$ cat src/rtl/psg_env_ctrl.sv
// PSG attribute-write front end: sample strobe, per-channel linear volume envelope, CPU-priority arbitration.
// Build with PSG_ENV_IRQ_EN defined to get the sticky envelope-complete interrupt (env_irq).
module psg_env_ctrl #(
  parameter int SAMPLE_DIV = 512,
  parameter int ENV_DIV    = 48
) (
  input  logic       clk,
  input  logic       rst,
  input  logic [5:0] cpu_addr,
  input  logic [7:0] cpu_wrdata,
  input  logic       cpu_write,
  input  logic [3:0] env_addr,
  input  logic [7:0] env_wrdata,
  input  logic       env_write,
  output logic [5:0] attr_addr,
  output logic [7:0] attr_wrdata,
  output logic       attr_write,
  output logic       next_sample,
  output logic       env_busy,
  output logic       env_irq,
  input  logic       env_irq_ack
);

  localparam int SW = $clog2(SAMPLE_DIV);
  localparam int EW = (ENV_DIV > 1) ? $clog2(ENV_DIV) : 1;

  typedef enum logic [1:0] {IDLE, SCAN, WRITE} state_t;

  state_t        state_q;
  logic [3:0]    ch_q;
  logic [5:0]    new_vol_q;
  logic [SW-1:0] smp_cnt_q;
  logic [EW-1:0] tick_cnt_q;

  logic [5:0]    cur_vol_q [16];
  logic [5:0]    tgt_vol_q [16];
  logic [1:0]    lr_q      [16];
  logic [15:0]   en_q;

  logic          smp_wrap;
  logic          env_tick;
  logic [3:0]    cpu_ch;
  logic          cpu_b2;
  logic          env_grant;
  logic          env_cancel;
  logic [5:0]    cur_sel;
  logic [5:0]    tgt_sel;
  logic [5:0]    new_vol_d;

  assign smp_wrap    = (smp_cnt_q == SW'(SAMPLE_DIV - 1));
  assign env_tick    = smp_wrap && (tick_cnt_q == EW'(ENV_DIV - 1));
  assign next_sample = smp_wrap;
  assign env_busy    = (state_q != IDLE);

  assign cpu_ch     = cpu_addr[5:2];
  assign cpu_b2     = cpu_write && (cpu_addr[1:0] == 2'b10);
  assign env_grant  = (state_q == WRITE) && !cpu_write;
  // A CPU byte-2 write to the channel being stepped supersedes the envelope step.
  assign env_cancel = (state_q == WRITE) && cpu_b2 && (cpu_ch == ch_q);

  assign cur_sel   = cur_vol_q[ch_q];
  assign tgt_sel   = tgt_vol_q[ch_q];
  assign new_vol_d = (cur_sel < tgt_sel) ? cur_sel + 6'd1 : cur_sel - 6'd1;

  always_ff @(posedge clk or posedge rst) begin
    if (rst) begin
      smp_cnt_q  <= '0;
      tick_cnt_q <= '0;
    end else begin
      smp_cnt_q <= smp_wrap ? '0 : smp_cnt_q + SW'(1);
      if (smp_wrap) begin
        tick_cnt_q <= env_tick ? '0 : tick_cnt_q + EW'(1);
      end
    end
  end

  always_ff @(posedge clk or posedge rst) begin
    if (rst) begin
      for (int i = 0; i < 16; i++) begin
        cur_vol_q[i] <= '0;
        tgt_vol_q[i] <= '0;
        lr_q[i]      <= '0;
      end
      en_q <= '0;
    end else begin
      if (cpu_b2) begin
        lr_q[cpu_ch]      <= cpu_wrdata[7:6];
        cur_vol_q[cpu_ch] <= cpu_wrdata[5:0];
      end else if (env_grant) begin
        cur_vol_q[ch_q] <= new_vol_q;
      end
      if (env_write) begin
        en_q[env_addr]      <= env_wrdata[7];
        tgt_vol_q[env_addr] <= env_wrdata[5:0];
      end
    end
  end

  always_ff @(posedge clk or posedge rst) begin
    if (rst) begin
      state_q     <= IDLE;
      ch_q        <= '0;
      new_vol_q   <= '0;
      attr_write  <= 1'b0;
      attr_addr   <= '0;
      attr_wrdata <= '0;
    end else begin
      attr_write <= 1'b0;
      if (cpu_write) begin
        attr_write  <= 1'b1;
        attr_addr   <= cpu_addr;
        attr_wrdata <= cpu_wrdata;
      end else if (state_q == WRITE) begin
        attr_write  <= 1'b1;
        attr_addr   <= {ch_q, 2'b10};
        attr_wrdata <= {lr_q[ch_q], new_vol_q};
      end

      case (state_q)
        IDLE: begin
          if (env_tick) begin
            state_q <= SCAN;
            ch_q    <= '0;
          end
        end
        SCAN: begin
          if (en_q[ch_q] && (cur_sel != tgt_sel)) begin
            new_vol_q <= new_vol_d;
            state_q   <= WRITE;
          end else if (ch_q == 4'd15) begin
            state_q <= IDLE;
          end else begin
            ch_q <= ch_q + 4'd1;
          end
        end
        WRITE: begin
          if (env_grant || env_cancel) begin
            if (ch_q == 4'd15) begin
              state_q <= IDLE;
            end else begin
              ch_q    <= ch_q + 4'd1;
              state_q <= SCAN;
            end
          end
        end
        default: state_q <= IDLE;
      endcase
    end
  end

`ifdef PSG_ENV_IRQ_EN
  logic irq_q;
  logic unused_res;
  assign unused_res = env_wrdata[6];

  always_ff @(posedge clk or posedge rst) begin
    if (rst) begin
      irq_q <= 1'b0;
    end else if (env_grant && en_q[ch_q] && (new_vol_q == tgt_sel)) begin
      irq_q <= 1'b1;
    end else if (env_irq_ack) begin
      irq_q <= 1'b0;
    end
  end

  assign env_irq = irq_q;
`else
  logic unused_res;
  assign unused_res = env_wrdata[6] ^ env_irq_ack;
  assign env_irq    = 1'b0;
`endif

endmodule
$ cat config.mk
export PLATFORM = sky130hd
export DESIGN_NAME = psg_env_ctrl
export DESIGN_NICKNAME = d
export VERILOG_FILES = /design/src/rtl/psg_env_ctrl.sv
export SDC_FILE = /design/constraint.sdc
export NUM_CORES = 1
export LEC_CHECK = 0
export ABC_AREA = 1
export ABC_CLOCK_PERIOD_IN_PS = 24600
export CAP_MARGIN = 20
export CORE_ASPECT_RATIO = 1.1
export CORE_MARGIN = 4
export CORE_UTILIZATION = 39
export CTS_CLUSTER_DIAMETER = 80
export DETAILED_ROUTE_END_ITERATION = 10
export HOLD_SLACK_MARGIN = 0.12
export MAX_ROUTING_LAYER = met4
export PLACE_DENSITY_LB_ADDON = 0.08
export SLEW_MARGIN = 40
export SYNTH_ARGS = -nofsm -noshare
export SYNTH_HDL_FRONTEND = slang
export SYNTH_SLANG_ARGS = --single-unit
export TNS_END_PERCENT = 50
$ cat constraint.sdc
create_clock -name clk -period 24.6 [get_ports clk]
set_input_delay 4.92 -clock clk [delete_from_list [all_inputs] [get_ports clk]]
set_output_delay 4.92 -clock clk [all_outputs]
set_load 0.01 [all_outputs]
Word level (Yosys, flattened, before mapping)
Index checks and enable logic that the tools add are counted.
{"block": "totals", "register_bits": 282, "in_bits": 31, "output_inout_bits": 18, "elab_cells": 155}
{"block": "op_classes", "addsub": 5, "magnitude_cmp": 10, "n_eq_ne": 12, "muxes": 48, "bitwise": 3, "n_reduce_logical": 20}
{"cell": "bitwise mux 96 bit", "count": 3}
{"cell": "two-way mux 96 bit", "count": 2}
{"cell": "demux 6 bit (select 4 bit)", "count": 3}
{"cell": "two-way mux 6 bit", "count": 11}
{"cell": "binary-select mux 6 bit (select 4 bit)", "count": 2}
{"cell": "bitwise mux 32 bit", "count": 1}
{"cell": "bitwise mux 16 bit", "count": 1}
{"cell": "two-way mux 4 bit", "count": 4}
{"cell": "two-way mux 8 bit", "count": 2}
{"cell": "greater-or-equal comparator 5 bit (second input constant)", "count": 3}
{"cell": "less-than comparator 5 x 1 -> 1 bit (second input constant)", "count": 3}
{"cell": "NOT 4 -> 5 bit", "count": 3}
{"cell": "two-way mux 2 bit", "count": 7}
{"cell": "adder 6 x 1 -> 6 bit (second input constant)", "count": 2}
{"cell": "one-hot mux 4 bit (3 select lines)", "count": 1}
{"cell": "logical AND 1 bit", "count": 10}
{"cell": "less-than comparator 4 x 5 -> 1 bit (second input constant)", "count": 2}
{"cell": "adder 9 x 1 -> 9 bit (second input constant)", "count": 1}
{"cell": "== test 9 bit (second input constant)", "count": 1}
{"cell": "two-way mux 9 bit", "count": 1}
{"cell": "binary-select mux 2 bit (select 4 bit)", "count": 1}
{"cell": "demux 2 bit (select 4 bit)", "count": 1}
{"cell": "== test 6 bit (second input constant)", "count": 1}
{"cell": "less-than comparator 6 bit", "count": 1}
{"cell": "other kinds (23)", "count": 31}

Longest topological paths before layout
Gate-level depths: netlist of run 1.
{"block": "logic_depth", "ltp_word": 8, "mapped_depth": 26}

Worst setup path after synthesis of run 1
No wires, ideal clock.
{"block": "synth_timing", "path_kind": "input to register", "startpoint": "input port cpu_addr[5]", "endpoint": "register cur_vol_q[43] (netlist name)", "arrival_time_ps": 6226, "required_time_ps": 24475, "setup_slack_ps": 18249, "path_stages": 7, "path_buffers": 1, "path_cell_list": "buf_4 -> inv_1 -> or2_2 -> nor2_4 -> nand2_1 -> a21oi_2 -> mux2_2"}
{"block": "synth_via", "elab_chain_len": 7, "word_cells_on_any_way": 8}
{"item": "from (decl)", "line": "9", "rtl": "input logic [5:0] cpu_addr,"}
{"item": "NOT 4 -> 5 bit (not written as such) (*)", "line": "88", "rtl": "cur_vol_q[cpu_ch] <= cpu_wrdata[5:0];"}
{"item": "greater-or-equal comparator 5 bit (not written as such) or less-than comparator 5 x 1 -> 1 bit (tied branches)", "line": "88"}
{"item": "logical AND 1 bit (not written as such)", "line": "88"}
{"item": "two-way mux 6 bit (not written as such)", "line": "88"}
{"item": "demux 6 bit (select 4 bit) (*)", "line": "88"}
{"item": "bitwise mux 96 bit (*)", "line": "88"}
{"item": "two-way mux 96 bit (*)", "line": "86", "rtl": "if (cpu_b2) begin"}
{"item": "to (signal, indexed assignment)", "line": "88"}
{"item": "to (signal, indexed assignment)", "line": "90", "rtl": "cur_vol_q[ch_q] <= new_vol_q;"}
{"item": "to (decl)", "line": "35", "rtl": "logic [5:0] cur_vol_q [16];"}
Every way passes the cells marked *; elsewhere a longest branch is shown, timed or not.
A chain may end at the register's enable or synchronous reset.

Worst setup path in the final report of run 1
{"block": "layout_timing", "startpoint": "register smp_cnt_q[0]", "endpoint": "output port next_sample"}
{"block": "layout_via", "elab_chain_len": 1}
{"item": "from (decl)", "line": "32", "rtl": "logic [SW-1:0] smp_cnt_q;"}
{"item": "from (signal assigned)", "line": "70", "rtl": "smp_cnt_q <= smp_wrap ? '0 : smp_cnt_q + SW'(1);"}
{"item": "== test 9 bit", "line": "50", "rtl": "assign smp_wrap = (smp_cnt_q == SW'(SAMPLE_DIV - 1));"}
{"item": "to (decl)", "line": "18", "rtl": "output logic next_sample,"}
No other way between the ends.

==> results.toml, run 1 <==
[outcome]
status = "finished, final reports clean"

[yosys]
yosysTopAreaCell = "dfrtp_1"
synth_area_leaders = "dfrtp_1 (49%), nand2_1 (12%), o21ai_0 (11%)"
syn_inst = 1798
ys.flop_type = "dfrtp_1"
yosys_warnings = 0
synth-edff-count = 0
seq_area_frac_synth = 0.4900
synth_seq_cells = 282
synth_top_area_share = 0.4900
synthDistinctLibCells = 37
syn-num-nets = 1851
syn_area_mm2 = 0.01440
synthTopCellsByCount = "nand2_1 (442), o21ai_0 (318), dfrtp_1 (282)"
yosysMostFrequentCell = "nand2_1"
syn_avg_cell_area_um2 = 8.010
synthArstFlopShare = 1.000

[run]
cap_violations = 0

[global_routing]
overflow = 0
grt_use_total = 0.2228
grt_pass1_wl_mm = 68.94
antenna_found_initial = 0
first_global_vias = 11890
grt_max_degree = 134

[floorplanning]
die_x_um = 191.2
fp.dieH_um = 209.5
row_count = 73
ios = 49
dieArea_mm2 = 0.04007
start_util = 0.3962
core_mm2 = 0.03635

[drt]
viasPerCell = 5.389
routed_wl_mm = 43.07
first_iter_violations = 783
drc_errors = 0
routedWlPerCell_um = 18.84
first_pass_iters = 5
ant_nets = 0
vias = 12320

[clock_tree]
cts.htree.levels = 2
ctsHoldBuffers = 0
cts_buffers = 34
cts_root_buf = "clkbuf_16"
cts_tree = "built"
clk_path_buf_depth = 3
post-cts-setup-buffers = 0
clkTransAtPathRegs_ns = 0.06
clock_latency_ns = 0.53
ctsResizeCount = 0
cts_num_sinks = 282

[sta]
worst_slew_pin_slew_ns = 0.8735
setup-violations-final = 0
setup_slack_ns = 17.04
slew_viol_final = 0
rsz0062_at_grt = "no"
finalHoldViolCount = 0
max-slew-margin-rel = 0.4141
finClkSkew_ns = 0.01383
hold_slack_ns = 0.4499
timing.fmax_mhz = 132.4
finalCritPeriodShare = 0.3071
layout_min_cycle_time_ns = 7.556
setup_tns_ns = 0

[critical_path]
cp_data_required_time_ns = 19.68
startpoint_type = "flop"
worstSetupEndpointType = "primary output"
cp_max_fo = 12
path_class = "flop to primary output"
arrival_ns = 2.64

[power_and_ir_drop]
p_per_area_mw_per_mm2 = 70.03
pwr-share-clk = 0.420
p_int_w = 0.0008398
switchingPower_w = 0.0002939
power_frac_seq = 0.477
p_leak_nw = 7.356
pwr-share-comb = 0.103
ir_drop_v = 0.00005325
swShare = 0.2593

[final_layout]
nets = 1830
area_growth_pct = 12.42
finish.utilization = 0.4454
n_antenna_cell = 0
fill_cells = 3745
drive_above_1_share = 0.07282
stdcell_area_mm2 = 0.01619

[place]
dpl-instance-area_mm2 = 0.01513
place_hpwl_mm = 27.25
port_buffers = 45
routabilityCongestion = 0.8087
dp_slack_ns = 16.92

[min_path]
min-delay-path-class = "flop to flop"
-- logic make-up (layout without fill, tap and decap cells) --
kind of cell / count (synthesis) / count (layout) / synth area share
AND/OR/NAND/NOR: 631 / 631 / 0.1746
AO/OA/AOI/OAI: 549 / 549 / 0.2118
flip-flops: 282 / 282 / 0.4900
buffers and inverters: 276 / 277 / 0.07559
multiplexers: 32 / 32 / 0.02502
adder cells (fa/ha/maj): 22 / 22 / 0.01964
XOR/XNOR: 5 / 5 / 0.003041
other: 1 / 1 / 0.0002604
-- per-stage QoR --
step | total power (W) | cells
2_1_floorplan | 0.0006262 | 1798
3_3_place_gp | 0.0006618 | 2226
5_1_grt | 0.001192 | 2286
6_report | 0.001134 | 2286
3_5_place_dp | 0.0006666 | 2227
4_1_cts | 0.001150 | 2285
-- critical path, cell delays in order, from the launching register on --
cell             delay, ns
dfrtp_1               0.36
ha_1                  0.17
nand2_1               0.07
nor2_1                0.17
nand3_1               0.13
nor3_1                0.16
ha_1                  0.44
clkdlybuf4s50_1       0.62
-- final timing paths --
| path | depth (start not counted) | to | startpoint | slack, ns |
|---|---|---|---|---|
| max in group asynchronous | 4 | ch_q[1] | rst | 18.33 |
| worst min-delay path | 1 | smp_cnt_q[0] | smp_cnt_q[0] | 0.45 |
| worst max-delay path | 7 | next_sample | smp_cnt_q[0] | 17.04 |
| min in group asynchronous | 2 | cur_vol_q[83] | rst | 4.99 |
| worst min register to register | 1 | smp_cnt_q[0] | smp_cnt_q[0] | 0.45 |
| worst max register to register | 19 | new_vol_q[4] | ch_q[0] | 19.76 |
-- metal layers --
| layer | vias to the layer above | part of all wire | global-route usage | wire length [um] |
|---|---|---|---|---|
| met5 | - | 0 | - | 0 |
| met4 | 0 | 0.025 | 0.06440 | 1078 |
| met3 | 70 | 0.055 | 0.03543 | 2384 |
| met1 | 5970 | 0.47 | 0.3079 | 20060 |
| met2 | 311 | 0.45 | 0.3419 | 19550 |
| li1 | 5968 | - | - | - |
-- cell type report --
cell class | instances | area (um2) | share of cell area
repair buffers | 59 | 600.6 | 0.03709
multi-input cells | 1240 | 6266 | 0.3870
flip-flops and latches | 282 | 7062 | 0.4362
inverters | 160 | 618.1 | 0.03818
clock buffers | 54 | 996.0 | 0.06151
clock inverters | 4 | 38.79 | 0.002396
well taps | 487 | 609.3 | 0.03764
-- power by group through the flow --
stage / clock (W) / sequential, W / combinational [W]
global route: 0.000508 / 0.000547 / 0.000137
CTS: 0.000490 / 0.000541 / 0.000118
finish: 0.000476 / 0.000541 / 0.000117
detailed placement: 0 / 0.000549 / 0.000118
floorplan: 0 / 0.000544 / 0.0000821
global placement: 0 / 0.000547 / 0.000114
-- state kept, by name, indices dropped and copies added, names as in the netlist --
| register | count |
|---|---|
| attr_wrdata | 8 |
| en_q | 16 |
| smp_cnt_q | 9 |
| tick_cnt_q | 6 |
| ch_q | 4 |
| new_vol_q | 6 |
| attr_write | 1 |
| attr_addr | 6 |
| cur_vol_q | 96 |
| tgt_vol_q | 96 |
| lr_q | 32 |
| state_q | 2 |
-- cells in the final DEF, fill, tap and decap left out, types with 8 or more instances in the layout --
cell             Yosys  layout
o22ai_1            121     121
clkbuf_1            86      13
a21oi_1             69      69
o21ai_0            318     318
buf_4                4      11
a22o_1              10      10
ha_1                21      21
nand2_1            442     442
clkbuf_16            0      34
clkinv_1             8       8
nand4_1             13      13
inv_1              148     146
a21oi_2             14      14
dfrtp_1            282     280
o211ai_1            11      11
mux2_2              32      32
nor3_1               8       8
clkdlybuf4s50_1      0      45
nand3_1             47      47
nor2_1             109     105
Note: power is estimated with default switching activity, not from simulation.
==> run 2: changes to the inputs <==
Settings changed: ABC_CLOCK_PERIOD_IN_PS 24600 to 6500.
Clock period 24.6 ns to 6.5 ns, I/O delays scaled along.
==> results.toml, run 2 (synthesized netlist as in run 1, its figures left out) <==
[clock_tree]
cts_root_buf = "clkbuf_16"
cts.htree.levels = 2
clkTransAtPathRegs_ns = 0.06
ctsHoldBuffers = 0
post-cts-setup-buffers = 0
ctsResizeCount = 0
clock_latency_ns = 0.52
cts_num_sinks = 282
clk_path_buf_depth = 3
cts_tree = "built"
cts_buffers = 35

[critical_path]
startpoint_type = "flop"
cp_max_fo = 58
path_class = "flop to flop"
cp_data_required_time_ns = 6.92
worstSetupEndpointType = "flop"
arrival_ns = 4.82

[final_layout]
multi_input_area_mm2 = 0.006271
drive_above_1_share = 0.07812
nets = 1832
n_antenna_cell = 0
fill_cells = 3761
layout_common_cells = "nand2_1 (442), o21ai_0 (318), dfrtp_1 (280)"
top_regs = "cur_vol_q (96), tgt_vol_q (96), lr_q (32)"
regArea_mm2 = 0.007062
final_common_cell = "nand2_1"
area_growth_pct = 13.41

[global_routing]
grt_max_degree = 101
first_global_vias = 11840
grt_pass1_wl_mm = 68.47
grt_use_total = 0.2211
overflow = 0
antenna_found_initial = 0

[power_and_ir_drop]
p_leak_nw = 7.430
ir_drop_v = 0.0001672
p_per_area_mw_per_mm2 = 274.9

[sta]
layout_min_cycle_time_ns = 4.405
finalCritPeriodShare = 0.6778
max-slew-margin-rel = 0.4090
setup_slack_ns = 2.095
worst_slew_pin_slew_ns = 0.8855
finClkSkew_ns = 0.01891
rsz0062_at_grt = "no"
finalHoldViolCount = 0
setup-violations-final = 0
slew_viol_final = 0
setup_tns_ns = 0
timing.fmax_mhz = 227.0

[drt]
routed-wl-met3_mm = 1.772
first_pass_iters = 5
viasPerCell = 5.321
drc_errors = 0
routed_wl_mm = 42.95
routed.top_layer = "met4"
dr_wl_met2_mm = 19.78
routedWlPerCell_um = 18.74
wl_met1_mm = 20.28
vias = 12200
first_iter_violations = 990
ant_nets = 0

[place]
dp_slack_ns = 2.116
place_hpwl_mm = 27.77
routabilityCongestion = 0.8302
port_buffers = 45

[floorplanning]
core_mm2 = 0.03635
dieArea_mm2 = 0.04007
die_x_um = 191.2
row_count = 73
ios = 49
start_util = 0.3962
fp.dieH_um = 209.5

[run]
cap_violations = 0

[outcome]
status = "finished, final reports clean"

[min_path]
min-delay-path-class = "flop to flop"
run 2: cell type report:
cell class | count | area share
Clock buffer | 55 | 0.06565
Clock inverter | 8 | 0.006435
Inverter | 160 | 0.03731
Multi-Input combinational cell | 1240 | 0.3839
Sequential cell | 282 | 0.4324
Tap cell | 487 | 0.03731
Timing Repair Buffer | 60 | 0.03700
run 2: worst paths after layout:
path                         startpoint       endpoint  slack [ns]  cells after the start
setup reg to reg                ch_q[0]   new_vol_q[5]        2.09                     20
max in group asynchronous           rst  tgt_vol_q[92]        3.95                      4
hold / removal             smp_cnt_q[0]   smp_cnt_q[0]        0.45                      1
setup / recovery                ch_q[0]   new_vol_q[5]        2.09                     20
hold reg to reg            smp_cnt_q[0]   smp_cnt_q[0]        0.45                      1
min in group asynchronous           rst  cur_vol_q[54]        1.18                      2
run 2: stage by stage:
step	util	total power, W	hold WS (ns)	std cells	area, um2
2_1_floorplan	-	0.002371	0.4248	1798	14410
3_3_place_gp	0.4164	0.002518	0.4408	2229	15140
3_5_place_dp	0.4167	0.002532	0.4438	2229	15150
4_1_cts	0.4491	0.004543	0.4521	2292	16330
5_1_grt	0.4493	0.004703	0.4959	2292	16330
6_report	0.4493	0.004490	0.4474	2292	16330
run 2: power by group:
group	internal (W)	switching (W)
sequential	0.00196	0.0000923
combinational	0.000172	0.000278
clock	0.00121	0.000777
total	0.00334	0.00115
run 2: worst max-delay path: stages, from the launching register on:
cell	delay, ns
dfrtp_4	0.75
clkinv_2	0.39
buf_4	0.42
o21ai_0	0.24
o21ai_0	0.17
a22o_1	0.28
nor2_1	0.16
ha_1	0.26
nand2_1	0.09
inv_1	0.05
and3_1	0.13
nor2_1	0.10
nand2_1	0.17
ha_1	0.40
a21oi_1	0.11
o21ai_0	0.23
inv_1	0.06
nand2_1	0.07
nand2_1	0.05
nand3_1	0.07
nand2_1	0.05
run 2: routing by layer:
| metal | GRT usage | vias up |
|---|---|---|
| li1 | - | 5978 |
| met1 | 0.3102 | 5888 |
| met2 | 0.3417 | 258 |
| met3 | 0.02661 | 72 |
| met4 | 0.06019 | 0 |
| met5 | - | - |
